==> config.mk <==
export PLATFORM = sky130hd
export DESIGN_NAME = rsa_decrypt_sqm
export DESIGN_NICKNAME = d
export VERILOG_FILES = /design/src/rtl/rsa_pkg.sv /design/src/rtl/rsa_decrypt_sqm_mod_mult_serial.sv /design/src/rtl/rsa_decrypt_sqm.sv
export SDC_FILE = /design/constraint.sdc
export NUM_CORES = 1
export LEC_CHECK = 0
export BUFFER_PORTS_ARGS = -buffer_cell sky130_fd_sc_hd__buf_2
export CAP_MARGIN = 25
export CORE_UTILIZATION = 30
export CTS_BUF_LIST = sky130_fd_sc_hd__clkbuf_8
export DETAILED_ROUTE_END_ITERATION = 8
export GPL_TIMING_DRIVEN = 0
export PLACE_DENSITY = 0.54
export SYNTH_ARGS = -nofsm -noshare
export SYNTH_HDL_FRONTEND = slang
export SYNTH_SLANG_ARGS = --single-unit
==> constraint.sdc <==
create_clock -name clk -period 10.25 [get_ports clk]
set_clock_uncertainty 0.2 [all_clocks]
set_input_delay 0.5125 -clock clk [delete_from_list [all_inputs] [get_ports clk]]
set_output_delay 0.5125 -clock clk [all_outputs]
set_load 0.005 [all_outputs]
==> src/rtl/rsa_pkg.sv <==
// rtl/rsa_pkg.sv - shared state encoding and timing helpers for the RSA decrypt block
package rsa_pkg;

  localparam logic [1:0] ST_IDLE = 2'd0;
  localparam logic [1:0] ST_SQR  = 2'd1;
  localparam logic [1:0] ST_MUL  = 2'd2;
  localparam logic [1:0] ST_DONE = 2'd3;

  typedef enum logic [1:0] {
    IDLE = ST_IDLE,
    SQR  = ST_SQR,
    MUL  = ST_MUL,
    DONE = ST_DONE
  } state_t;

  function automatic int op_cycles(input int width);
    return 2 * width + 2;
  endfunction

  // Start-to-finish latency; depends on the exponent's popcount by design.
  function automatic int sqm_latency(input int width, input logic [63:0] d, input logic [63:0] n);
    int ones;
    ones = 0;
    for (int b = 0; b < 2 * width; b++) begin
      if (d[b]) ones++;
    end
    if (n == 64'd0) return 2;
    return 2 + (2 * width + ones) * op_cycles(width);
  endfunction

endpackage

==> src/rtl/rsa_decrypt_sqm_mod_mult_serial.sv <==
// rtl/rsa_decrypt_sqm_mod_mult_serial.sv - bit-serial interleaved modular multiplier, one bit of b per cycle
module mod_mult_serial #(
  parameter int W = 16
) (
  input  logic         clk,
  input  logic         rst_n,
  input  logic         start,
  input  logic [W-1:0] a,
  input  logic [W-1:0] b,
  input  logic [W-1:0] n,
  output logic [W-1:0] out,
  output logic         done
);

  localparam int CW = $clog2(W + 1);

  logic [W-1:0]  a_r;
  logic [W-1:0]  b_r;
  logic [W-1:0]  n_r;
  logic [CW-1:0] cnt;
  logic          run;
  logic [W:0]    dbl;
  logic [W:0]    dbl_red;
  logic [W:0]    sum;
  logic [W:0]    sum_red;

  // One extra bit keeps 2*acc and acc+a exact even when n is all ones.
  always_comb begin
    dbl     = {out, 1'b0};
    dbl_red = (dbl >= {1'b0, n_r}) ? dbl - {1'b0, n_r} : dbl;
    sum     = dbl_red + (b_r[W-1] ? {1'b0, a_r} : '0);
    sum_red = (sum >= {1'b0, n_r}) ? sum - {1'b0, n_r} : sum;
  end

  always_ff @(posedge clk or negedge rst_n) begin
    if (!rst_n) begin
      a_r  <= '0;
      b_r  <= '0;
      n_r  <= '0;
      cnt  <= '0;
      run  <= 1'b0;
      out  <= '0;
      done <= 1'b0;
    end else begin
      done <= 1'b0;
      if (start) begin
        a_r <= a;
        b_r <= b;
        n_r <= n;
        out <= '0;
        cnt <= CW'(W);
        run <= 1'b1;
      end else if (run) begin
        out <= sum_red[W-1:0];
        b_r <= {b_r[W-2:0], 1'b0};
        cnt <= cnt - CW'(1);
        if (cnt == CW'(1)) begin
          run  <= 1'b0;
          done <= 1'b1;
        end
      end
    end
  end

endmodule

==> src/rtl/rsa_decrypt_sqm.sv <==
// rtl/rsa_decrypt_sqm.sv - left-to-right square-and-multiply m = c^d mod n with data-dependent timing
module rsa_decrypt_sqm
  import rsa_pkg::*;
#(
  parameter int WIDTH = 8
) (
  input  logic                 clk,
  input  logic                 rst_n,
  input  logic                 start,
  input  logic [2*WIDTH-1:0]   c,
  input  logic [2*WIDTH-1:0]   d,
  input  logic [2*WIDTH-1:0]   n,
  output logic [2*WIDTH-1:0]   m,
  output logic                 finish,
  output logic                 busy
);

  localparam int W2 = 2 * WIDTH;
  localparam int IW = $clog2(W2);

  state_t          state;
  logic [W2-1:0]   c_r;
  logic [W2-1:0]   d_r;
  logic [W2-1:0]   n_r;
  logic [W2-1:0]   r;
  logic [IW-1:0]   i;
  logic            mul_start;
  logic [W2-1:0]   mul_b;
  logic [W2-1:0]   mul_out;
  logic            mul_done;

  // Operands are sampled one edge after issue, when r already holds the latest result.
  assign mul_b = (state == MUL) ? c_r : r;

  mod_mult_serial #(.W(W2)) u_mult (
    .clk   (clk),
    .rst_n (rst_n),
    .start (mul_start),
    .a     (r),
    .b     (mul_b),
    .n     (n_r),
    .out   (mul_out),
    .done  (mul_done)
  );

  always_ff @(posedge clk or negedge rst_n) begin
    if (!rst_n) begin
      state     <= IDLE;
      c_r       <= '0;
      d_r       <= '0;
      n_r       <= '0;
      r         <= '0;
      i         <= '0;
      mul_start <= 1'b0;
      m         <= '0;
      finish    <= 1'b0;
      busy      <= 1'b0;
    end else begin
      mul_start <= 1'b0;
      finish    <= 1'b0;
      case (state)
        IDLE: begin
          busy <= 1'b0;
          if (start) begin
            c_r  <= c;
            d_r  <= d;
            n_r  <= n;
            busy <= 1'b1;
            i    <= IW'(W2 - 1);
            if (n == '0) begin
              r     <= '0;
              state <= DONE;
            end else begin
              r         <= (n == W2'(1)) ? '0 : W2'(1);
              mul_start <= 1'b1;
              state     <= SQR;
            end
          end
        end
        SQR: begin
          if (mul_done) begin
            r <= mul_out;
            if (d_r[i]) begin
              mul_start <= 1'b1;
              state     <= MUL;
            end else if (i == '0) begin
              state <= DONE;
            end else begin
              i         <= i - IW'(1);
              mul_start <= 1'b1;
            end
          end
        end
        MUL: begin
          if (mul_done) begin
            r <= mul_out;
            if (i == '0) begin
              state <= DONE;
            end else begin
              i         <= i - IW'(1);
              mul_start <= 1'b1;
              state     <= SQR;
            end
          end
        end
        DONE: begin
          m      <= r;
          finish <= 1'b1;
          state  <= IDLE;
        end
        default: state <= IDLE;
      endcase
    end
  end

endmodule

==> qor.tcl <==
set qor(result_of_the_run) {complete, but fails checks}
set qor(failed_checks) {DRC}
set qor(crit_family) {compound AO/OA/AOI/OAI gates}
set qor(report.final.hold_viol_count) 0
set qor(rsz0062_at_grt) {no}
set qor(drt-total-wl_mm) 23.7
set qor(synth_compound_area_frac) 0.153
set qor(path_clk_slew_ps) 90
set qor(power.density_cell_area_nw_per_um2) 108
set qor(grt_use_total) 0.151
set qor(achievable_frequency_ghz) 0.140
set qor(die_area_um2) 32300
set qor(detailed_router_s_first_iteration_violation_count) 377
set qor(grt_most_used_layer) {met2}
set qor(p_leak_uw) 0.00522
set qor(post_route_cells_drive_above_1_share) 0.204
set qor(crit_path_max_incr_delay_ps) 450
set qor(worst_setup_path_startpoint) {u_mult.out[7]$_DFFE_PN0P_}
set qor(path_max_fanout) 10
set qor(vias) 7002
set qor(cp.required_ps) 10380
set qor(netlist_instances) 928
set qor(cp_data_arrival_time_ps) 7300
set qor(post_synth.cell_area_avg_um2) 10.2
set qor(num_rows) 64
set qor(hold-path-cell-count) 2
set qor(ctsHtreeMaxLevel) 4
set qor(initial_antenna_violation_count) 1
set qor(post_synthesis_share_of_cell_area_spent_on_and_or_nand_and_nor_gates) 0.122
set qor(synth_edf_count) 0
set qor(grt_pass1_vias) 6935
set qor(post-place-cells) 1393
set qor(tritoncts) {built}
set qor(use_met1) 0.221
set qor(grt_remaining_overflow) 0
set qor(path_depth) 29
set qor(worstReg2RegStart) {u_mult.out[7]$_DFFE_PN0P_}
set qor(setup-tns-final_ps) 0
set qor(worstMarginPinSlew_ps) 826
set qor(met2_grt_util) 0.228
set qor(maxCapViolCount) 0
set qor(cts_resized) 0
set qor(synth_mux_area_frac) 0.150
set qor(avgRoutedWirePerCell_um) 16.6
set qor(syn_area_um2) 9480
set qor(top_level_ports) 69
set qor(crit_path_end_kind) {register}
set qor(drv_slew) 0
set qor(antenna_cells_inserted) 0
set qor(drc_errors_left) 6
set qor(initial_core_util) 0.308
set qor(worst_hold_path_type) {in2reg}
set qor(antenna_violation_net_count_after_detailed_routing) 0
set qor(layoutNonFillerInstCount) 1425
set qor(synth_warnings) 0
set qor(global_route.usage.met3) 0.0302
set qor(critPathSlowestCell) {sky130_fd_sc_hd__clkbuf_1}
set qor(clock_tree.buffer_depth) 2
set qor(total_nets_final) 1127
set qor(floorplan.core_area_um2) 30800
set qor(fin_crit_ps) 7170
set qor(combinational_family_with_the_most_area_after_synthesis) {compound AO/OA/AOI/OAI gates}
set qor(post_cts_setup_repair_buffer_count) 0
set qor(numPortBuffers) 68
set qor(synth.lib_cells_used.distinct) 60
set qor(synth.yosys.seq_area_share) 0.422
set qor(synth_top_flop_cell) {sky130_fd_sc_hd__dfrtp_1}
set qor(cp_num_buf_inv) 5
set qor(dieWidth_um) 180
set qor(cts.sinks) 160
set qor(drtPass1Iterations) 9
set qor(dp_hpwl_mm) 18.4
set qor(pin_count_of_the_biggest_net_entering_global_routing) 88
set qor(setup-violations-final) 0
set qor(timing.reg2reg.worst_path_depth) 29
set qor(slew-limit-headroom) 0.449
set qor(post_synth_fa_ha_maj_area_fraction) 0.0802
set qor(worst-setup-path-type) {reg2reg}
set qor(areaGrowthSynthToFinish_pct) 13.8
set qor(cts.root.buffer_cell) {sky130_fd_sc_hd__clkbuf_8}
set qor(hold_path.startpoint) {c[0]}
set qor(nFillCells) 3122
set qor(synth-async-reset-ratio) 1.00
set qor(cts_inserted_buffers) 17
set qor(place.gp.congestion) 0.866
set qor(clkLatencyLatePin_ps) 470
set qor(worst_ir_drop_vdd_v) 0.0000686
set qor(grt_first_pass_wirelength_mm) 38.3
set qor(die_h_um) 180
set qor(synth-seq-cells) 160
set qor(vias_per_cell) 4.91
set qor(number_of_nets_in_the_synthesized_netlist) 1038
set qor(post_route_clock_period_utilization) 0.699
set qor(synth_xor_xnor_area_share) 0.0379
set qor(worst_setup_path_start_kind) {register}
-- layout make-up --
type / instances / area [µm²] / share of cell area
multi-input cells: 687 / 5140 / 0.477
flip-flops and latches: 160 / 4000 / 0.371
well taps: 396 / 495 / 0.0459
repair buffers: 70 / 388 / 0.0360
clock buffers: 18 / 248 / 0.0230
plain buffers: 44 / 196 / 0.0182
clock inverters: 13 / 173 / 0.0160
inverters: 37 / 139 / 0.0129
-- cells by family (layout without fill, tap and decap cells) --
kind of cell / count (synthesis) / after routing
and+or+nand+nor: 238 / 238
AOI/OAI and AO/OA: 225 / 225
DFF: 160 / 160
muxes: 124 / 124
buffers and inverters: 81 / 182
adders and majority gates: 59 / 59
xor gates and xnor gates: 41 / 41
-- cell usage after synthesis (all sizes together), types with 23 or more instances --
library cell | number | share of area
a21oi | 66 | 0.036
inv | 37 | 0.015
ha | 56 | 0.074
nand2 | 78 | 0.031
clkbuf | 37 | 0.015
nor2 | 54 | 0.021
xnor2 | 30 | 0.028
a211oi | 36 | 0.030
dfrtp | 160 | 0.42
o21ai | 61 | 0.033
mux2 | 90 | 0.11
nor2b | 23 | 0.015
mux2i | 29 | 0.031
-- final timing paths --
check | end | slack (ps)
max | u_mult.out[15]$_DFFE_PN0P_ | 3080
min | c_r[0]$_DFFE_PN0P_ | 60
max reg2reg | u_mult.out[15]$_DFFE_PN0P_ | 3080
min reg2reg | u_mult.n_r[0]$_DFFE_PN0P_ | 280
max in group asynchronous | u_mult.n_r[1]$_DFFE_PN0P_ | 8580
min in group asynchronous | u_mult.a_r[12]$_DFFE_PN0P_ | 450
-- metrics by stage --
step / total power [µW] / hold WS, ps / setup WS (ps) / util / instance area (µm²)
4_1_cts: 1180 / 26.6 / 3170 / 0.350 / 10800
3_5_place_dp: 669 / 261 / 3170 / 0.336 / 10400
5_1_grt: 1210 / 26.7 / 2590 / 0.350 / 10800
6_report: 1170 / 63.5 / 3080 / 0.350 / 10800
3_3_place_gp: 668 / 263 / 3260 / 0.335 / 10300
2_1_floorplan: 644 / 16.9 / 4200 / - / 9480
-- registers in the layout, summed over array words and instances, names as in the netlist --
| signal | flops |
|---|---|
| finish | 1 |
| busy | 1 |
| u_mult.cnt | 5 |
| m | 16 |
| u_mult.a_r | 16 |
| d_r | 16 |
| u_mult.run | 1 |
| mul_start | 1 |
| state | 2 |
| n_r | 16 |
| u_mult.n_r | 16 |
| u_mult.b_r | 16 |
| c_r | 16 |
| u_mult.out | 16 |
| r | 16 |
| i | 4 |
| u_mult.done | 1 |
-- per-layer routing --
metal,wire length (µm),vias to the layer above
met2,10300,128
met1,12300,3364
met3,872,13
met5,8,-
met4,180,2
li1,-,3495
-- cells in the final DEF, fill, tap and decap left out, drive strengths merged, types with 13 or more instances in the layout --
| master | Yosys | routed |
|---|---|---|
| mux2 | 90 | 90 |
| nor2 | 54 | 54 |
| o21ai | 61 | 61 |
| dfrtp | 160 | 160 |
| ha | 56 | 56 |
| inv | 37 | 40 |
| a211oi | 36 | 36 |
| mux2i | 29 | 29 |
| nand2 | 78 | 78 |
| a21oi | 66 | 66 |
| clkbuf | 37 | 55 |
| buf | 7 | 76 |
| and2 | 18 | 18 |
| xnor2 | 30 | 30 |
| nand3 | 13 | 13 |
| nor2b | 23 | 23 |
-- power breakdown --
| part | switching (µW) | leakage (µW) | internal, µW |
|---|---|---|---|
| registers | 0 | 0.00223 | 631 |
| logic | 16.1 | 0.00278 | 8.76 |
| clock network | 243 | 0.000214 | 267 |
-- timing repair --
action / CTS / global route
hold buffers: 1 / 0
setup endpoints to repair: 0 / 0
endpoints found under the hold margin: 86 / 0
Power figures use the tool's default switching activity.
